## src/rtl/wb_slave_mux.sv

```systemverilog
// Single-master Wishbone classic decoder for NUM_SLAVES register slaves.
// Decodes a select field of the address, forwards one registered transaction
// at a time and turns unmapped accesses, slave errors and stalled slaves into
// an err response so the master can never hang.
module wb_slave_mux #(
   parameter int unsigned NUM_SLAVES = 4,
   parameter int unsigned SEL_LO     = 16,
   parameter int unsigned SEL_W      = 2,
   parameter int unsigned TIMEOUT    = 1024
) (
   input  logic                     wb_clk_i,
   input  logic                     wb_rst_i,
   // master side
   input  logic                     wbm_cyc_i,
   input  logic                     wbm_stb_i,
   input  logic                     wbm_we_i,
   input  logic [3:0]               wbm_sel_i,
   input  logic [31:0]              wbm_adr_i,
   input  logic [31:0]              wbm_dat_i,
   output logic [31:0]              wbm_dat_o,
   output logic                     wbm_ack_o,
   output logic                     wbm_err_o,
   // slave side
   output logic [NUM_SLAVES-1:0]    wbs_cyc_o,
   output logic [NUM_SLAVES-1:0]    wbs_stb_o,
   output logic                     wbs_we_o,
   output logic [3:0]               wbs_sel_o,
   output logic [31:0]              wbs_adr_o,
   output logic [31:0]              wbs_dat_o,
   input  logic [32*NUM_SLAVES-1:0] wbs_dat_i,
   input  logic [NUM_SLAVES-1:0]    wbs_ack_i,
   input  logic [NUM_SLAVES-1:0]    wbs_err_i,
   // status
   output logic                     timeout_o,
   output logic [7:0]               err_count_o
);

   localparam int unsigned DW = 32;
   localparam int unsigned TW = (TIMEOUT > 2) ? $clog2(TIMEOUT) : 1;

   localparam logic [TW-1:0]    TIMER_LAST = TW'(TIMEOUT - 1);
   localparam logic [SEL_W:0]   SLV_LIMIT  = (SEL_W + 1)'(NUM_SLAVES);
   localparam logic [7:0]       CNT_MAX    = 8'hFF;

   localparam logic [1:0] IDLE   = 2'd0;
   localparam logic [1:0] ACTIVE = 2'd1;
   localparam logic [1:0] RESP   = 2'd2;

   logic [1:0]            state_q;
   logic [1:0]            state_d;
   logic [SEL_W-1:0]      slv_q;
   logic [SEL_W-1:0]      slv_d;
   logic [TW-1:0]         timer_q;
   logic [TW-1:0]         timer_d;

   logic [NUM_SLAVES-1:0] cyc_d;
   logic [NUM_SLAVES-1:0] stb_d;
   logic                  we_d;
   logic [3:0]            sel_d;
   logic [31:0]           adr_d;
   logic [31:0]           dat_d;
   logic [31:0]           mdat_d;
   logic                  ack_d;
   logic                  err_d;
   logic                  timeout_d;
   logic [7:0]            cnt_d;

   logic [SEL_W-1:0]      req_slv_c;
   logic                  req_mapped_c;
   logic [NUM_SLAVES-1:0] req_onehot_c;
   logic                  slv_ack_c;
   logic                  slv_err_c;
   logic [DW-1:0]         slv_dat_c;

   // Decode the select field of the incoming master address
   always_comb begin
      req_slv_c    = wbm_adr_i[SEL_LO +: SEL_W];
      req_mapped_c = ({1'b0, req_slv_c} < SLV_LIMIT);
      req_onehot_c = '0;
      for (int unsigned k = 0; k < NUM_SLAVES; k++) begin
         if (req_slv_c == SEL_W'(k)) begin
            req_onehot_c[k] = 1'b1;
         end
      end
   end

   // Pick the response of the latched slave only; everyone else is ignored
   always_comb begin
      slv_ack_c = 1'b0;
      slv_err_c = 1'b0;
      slv_dat_c = '0;
      for (int unsigned k = 0; k < NUM_SLAVES; k++) begin
         if (slv_q == SEL_W'(k)) begin
            slv_ack_c = wbs_ack_i[k];
            slv_err_c = wbs_err_i[k];
            slv_dat_c = wbs_dat_i[DW*k +: DW];
         end
      end
   end

   // Next-state and next-output logic
   always_comb begin
      state_d   = state_q;
      slv_d     = slv_q;
      timer_d   = timer_q;
      cyc_d     = wbs_cyc_o;
      stb_d     = wbs_stb_o;
      we_d      = wbs_we_o;
      sel_d     = wbs_sel_o;
      adr_d     = wbs_adr_o;
      dat_d     = wbs_dat_o;
      mdat_d    = '0;
      ack_d     = 1'b0;
      err_d     = 1'b0;
      timeout_d = 1'b0;
      cnt_d     = err_count_o;

      case (state_q)
         IDLE: begin
            cyc_d = '0;
            stb_d = '0;
            if (wbm_cyc_i && wbm_stb_i) begin
               adr_d   = wbm_adr_i;
               dat_d   = wbm_dat_i;
               sel_d   = wbm_sel_i;
               we_d    = wbm_we_i;
               slv_d   = req_slv_c;
               timer_d = '0;
               if (req_mapped_c) begin
                  state_d = ACTIVE;
                  cyc_d   = req_onehot_c;
                  stb_d   = req_onehot_c;
               end else begin
                  // unmapped window: answer directly, no slave is touched
                  state_d = RESP;
                  err_d   = 1'b1;
               end
            end
         end

         ACTIVE: begin
            if (!wbm_cyc_i) begin
               // master walked away: silently release the slave
               state_d = IDLE;
               cyc_d   = '0;
               stb_d   = '0;
            end else if (slv_err_c) begin
               state_d = RESP;
               cyc_d   = '0;
               stb_d   = '0;
               err_d   = 1'b1;
            end else if (slv_ack_c) begin
               state_d = RESP;
               cyc_d   = '0;
               stb_d   = '0;
               ack_d   = 1'b1;
               mdat_d  = wbs_we_o ? '0 : slv_dat_c;
            end else if (timer_q == TIMER_LAST) begin
               state_d   = RESP;
               cyc_d     = '0;
               stb_d     = '0;
               err_d     = 1'b1;
               timeout_d = 1'b1;
            end else begin
               timer_d = timer_q + TW'(1);
            end
         end

         RESP: begin
            // ack/err was raised on entry; one cycle and done
            state_d = IDLE;
            cyc_d   = '0;
            stb_d   = '0;
         end

         default: begin
            state_d = IDLE;
            cyc_d   = '0;
            stb_d   = '0;
         end
      endcase

      // count every err response, saturating
      if (err_d && (err_count_o != CNT_MAX)) begin
         cnt_d = err_count_o + 8'd1;
      end
   end

   // State and registered outputs
   always_ff @(posedge wb_clk_i or posedge wb_rst_i) begin
      if (wb_rst_i) begin
         state_q     <= IDLE;
         slv_q       <= '0;
         timer_q     <= '0;
         wbs_cyc_o   <= '0;
         wbs_stb_o   <= '0;
         wbs_we_o    <= 1'b0;
         wbs_sel_o   <= '0;
         wbs_adr_o   <= '0;
         wbs_dat_o   <= '0;
         wbm_dat_o   <= '0;
         wbm_ack_o   <= 1'b0;
         wbm_err_o   <= 1'b0;
         timeout_o   <= 1'b0;
         err_count_o <= '0;
      end else begin
         state_q     <= state_d;
         slv_q       <= slv_d;
         timer_q     <= timer_d;
         wbs_cyc_o   <= cyc_d;
         wbs_stb_o   <= stb_d;
         wbs_we_o    <= we_d;
         wbs_sel_o   <= sel_d;
         wbs_adr_o   <= adr_d;
         wbs_dat_o   <= dat_d;
         wbm_dat_o   <= mdat_d;
         wbm_ack_o   <= ack_d;
         wbm_err_o   <= err_d;
         timeout_o   <= timeout_d;
         err_count_o <= cnt_d;
      end
   end

endmodule

```

## config.mk

```make
export PLATFORM = sky130hd
export DESIGN_NAME = wb_slave_mux
export DESIGN_NICKNAME = d
export VERILOG_FILES = /design/src/rtl/wb_slave_mux.sv
export SDC_FILE = /design/constraint.sdc
export NUM_CORES = 1
export LEC_CHECK = 0
export CORE_MARGIN = 10
export CORE_UTILIZATION = 38
export CTS_CLUSTER_DIAMETER = 100
export CTS_CLUSTER_SIZE = 14
export DETAILED_ROUTE_END_ITERATION = 8
export GPL_TIMING_DRIVEN = 0
export HOLD_SLACK_MARGIN = 0.1
export PLACE_DENSITY_LB_ADDON = 0.15
export SYNTH_ARGS = -nofsm -noshare
export SYNTH_HDL_FRONTEND = slang
export SYNTH_SLANG_ARGS = --single-unit
```

## constraint.sdc

```tcl
create_clock -name wb_clk_i -period 5.4 [get_ports wb_clk_i]
set_input_delay 1.08 -clock wb_clk_i [delete_from_list [all_inputs] [get_ports wb_clk_i]]
set_output_delay 1.08 -clock wb_clk_i [all_outputs]
set_load 0.01 [all_outputs]
```

==> metrics <==
outcome finished clean; combinational share of power 0.323; sequential cell area fraction in the yosys report 0.5594; clock input transition at the sequential cells of the worst setup and hold paths 0.05 ns; Layout area overhead 71.63%; Total Power Consumption 0.003379 W; flop2flop setup slack 2.78 ns; Reg-to-Reg End err_count_o[7]; slowest cell on the critical path clkbuf_1; die outline area 20380 µm²; number of hold buffers added after CTS 0; number of global-route vias before repair 5104; worst endpoint data arrival time 3.42 ns; most area-hungry cell type in the Yosys netlist dfrtp_1; net switching fraction of the power 0.2607; post-DR vias/cell 4.911; CTS tree yes; non-filler cells, final 940; Ys Warns 0; mux cell area share after synthesis 0.2721; worst relative slew slack 0.4328; fraction of layout instances using a drive strength above 1 0.1878; total core area 14640 µm²; Max Clock Freq 319.5 MHz; Crit path top cell by count clkbuf_1; dominant combinational cell family by area after synthesis multiplexers; max-cap viol count 0; largest net degree at the start of global routing 82; remaining antenna violation count after routing 0; WHS Endpoint wbs_dat_o[16]; launch instance of the worst min-delay path wbs_dat_o[16]; initial core utilization 0.3910; CP max stage delay 0.53 ns; cell types occupying the most area after synthesis dfrtp_1 (56%), mux2_2 (13%), mux4_2 (13%); Avg WL per Cell 21.59 µm; number of placed instances with taps included 908; share of the synthesized area in the top cell type 0.5594; DR iter-0 viols 110; Root Buffer Master clkbuf_16; first-pass GRT wire length 29830 µm; worst reg2reg path startpoint wbs_adr_o[17]; number of storage elements in the synthesis netlist 128; iteration count of the initial detailed-routing pass 4; n_diodes 0; net switching power of the design 0.0008810 W; critical-path maximum fanout 10; Filler Cells Inserted 1040; worst hold stages 1; clock network fraction of total power 0.313; Die X-Extent 142.8 µm; area fraction in compound gates after synthesis 0.02863; mean instance size in the synthesized netlist 14.49 µm²; # nets final 954; LEAKAGE 3.980 nW; netlist area before placement 5725 µm²; number of setup buffers added after CTS 0; number of gates resized after cts 0; clock skew 0.006466 ns; classification of the worst-slack hold path register to register; die height 142.8 µm; CTS Buffer Depth 2; pre-CTS WS 1.810 ns; count of H-tree levels built during CTS 4; post-placement cell area 9271 µm²; part of the total power dissipated in sequential elements 0.363; required time of the worst setup path 5.69 ns; clock network latency to the later pin of the worst-skew pair 0.41 ns; count of unique library cells instantiated by Yosys 41; count of flip-flops with a built-in enable after synthesis 0; wire length after detailed routing 20290 µm; Tmin final 3.130 ns; Buffers & Inverters on Critical Path 4; final max-slew violation count 0; most numerous cell in the Yosys netlist dfrtp_1; total number of clock tree sinks 128; all-layer global routing usage 0.1937; depth of the most critical reg-to-reg path 6; endpoints failing hold 0; ranking of synthesized cells by instance count dfrtp_1 (128), mux2_2 (68), mux4_2 (34); CP startpoint kind input pin; post-detailed-route DRC marker count 0; Port Buffer Count 328; placement row count 44; crit-path cells clkdlybuf4s50_1 -> nor2b_1 -> clkbuf_1 -> and3b_1 -> clkbuf_1 -> clkbuf_1 -> mux2_2; antenna violations before repair 0; crit path setup slack, layout 2.270 ns; Worst Tran Pin Value 0.8450 ns; HPWL after DPL 17090 µm; XOR/XNOR Fraction of Synth Area 0.01836; weighted congestion reported at the end of routability-driven placement 0.7719; number of instances in the synthesized netlist 395; type of the setup path with the least slack input pin to register; total congestion overflow 0; number of buffers created by CTS 17; count of pins on the block boundary 329; setup repair after global routing missed its margin no; Power Internal 0.002498 W; power density over the cells 343.8 nW/µm²; share of synthesized flip-flops with an asynchronous set or reset 1.000; IR drop worst, VDD 229.9 µV; simple-gate share of the synthesized area 0.09003; kind of end point of the critical path register; count of vias placed by the detailed router 4616; finished layout cell area 9827 µm²; share of the clock period used by the worst path after layout 0.5796; cell family contributing the most delay on the critical path buffers and inverters; Fin Hold WS 0.5012 ns; adder-cell share of the synthesized area 0.004371; Synthesized Nets 606; final count of negative-setup-slack endpoints 0; primary flip-flop cell chosen by synthesis mapping dfrtp_1
-- cell type report --
cell class                      instances  area (µm²)  area share
Timing Repair Buffer                  329        3311      0.3369
Sequential cell                       128        3203      0.3259
Multi-Input combinational cell        232        2367      0.2409
Clock buffer                           27       503.0     0.05118
Tap cell                              184       230.2     0.02343
Buffer                                 28       128.9     0.01311
Clock inverter                          5       52.55    0.005348
Inverter                                7       31.28    0.003183
-- per-stage QoR --
step           setup TNS [ns]  utilization
2_1_floorplan               0            -
3_3_place_gp           -96.69       0.6309
3_5_place_dp                0       0.6331
4_1_cts                     0       0.6711
5_1_grt                     0       0.6711
6_report                    0       0.6711
-- worst max path at each step --
stage	depth (start not counted)	slack, ns	to	start
floorplan	1	0.91	err_count_o[0]	wb_rst_i
global placement	2	-0.77	wbm_dat_o[25]	wb_rst_i
detailed placement	7	1.81	wbs_dat_o[6]	wbm_cyc_i
CTS	7	2.23	wbs_dat_o[2]	wbm_cyc_i
global route	8	2.09	wbs_stb_o[3]	wbm_cyc_i
finish	7	2.27	wbs_dat_o[2]	wbm_cyc_i
-- registers in the layout, indices dropped and copies added, names as in the netlist --
name,cells
timer_q,10
wbs_we_o,1
wbs_adr_o,32
wbs_dat_o,32
timeout_o,1
wbs_sel_o,4
wbm_err_o,1
wbm_ack_o,1
err_count_o,8
state_q,2
wbs_stb_o,4
wbm_dat_o,32
-- power by group through the flow --
stage	clock network (W)	logic (W)	registers, W
6_report	0.00106	0.00109	0.00123
5_1_grt	0.00113	0.00116	0.00125
4_1_cts	0.00108	0.00111	0.00123
3_5_place_dp	0	0.00111	0.00125
3_3_place_gp	0	0.00109	0.00123
2_1_floorplan	0	0.000423	0.00131
-- metal layers --
metal,up-vias,wire (µm),part of all wire,GRT usage
li1,2134,-,-,-
met1,2225,7121,0.35,0.1970
met2,238,10610,0.52,0.3462
met3,19,2243,0.11,0.08756
met4,0,318,0.016,0.06460
met5,-,0,0,0
-- placed cells by master (no fill, tap or decap), types with 2 or more instances in the layout --
master / Yosys / layout
ha_1: 2 / 2
xor2_1: 2 / 2
clkbuf_8: 0 / 4
clkbuf_1: 21 / 27
nand4_1: 5 / 5
a211oi_1: 2 / 2
buf_4: 4 / 4
a21oi_1: 8 / 8
clkbuf_16: 0 / 17
clkinv_2: 0 / 3
and3_1: 6 / 6
o21ai_0: 6 / 6
nand3_1: 7 / 7
nor2b_1: 33 / 33
and2_1: 5 / 5
mux4_2: 34 / 34
mux2_2: 68 / 68
nor2_1: 12 / 12
inv_1: 7 / 6
clkdlybuf4s50_1: 0 / 328
xnor2_1: 10 / 10
nand2_1: 13 / 13
dfrtp_1: 128 / 128
-- cell families after synthesis --
| kind of cell | after synthesis |
|---|---|
| compound gates | 23 |
| xor+xnor | 12 |
| fa+ha+maj | 2 |
| buf+inv | 35 |
| flops | 128 |
| mux | 104 |
| simple gates | 91 |
No activity file was read; power rests on OpenSTA's default activity.
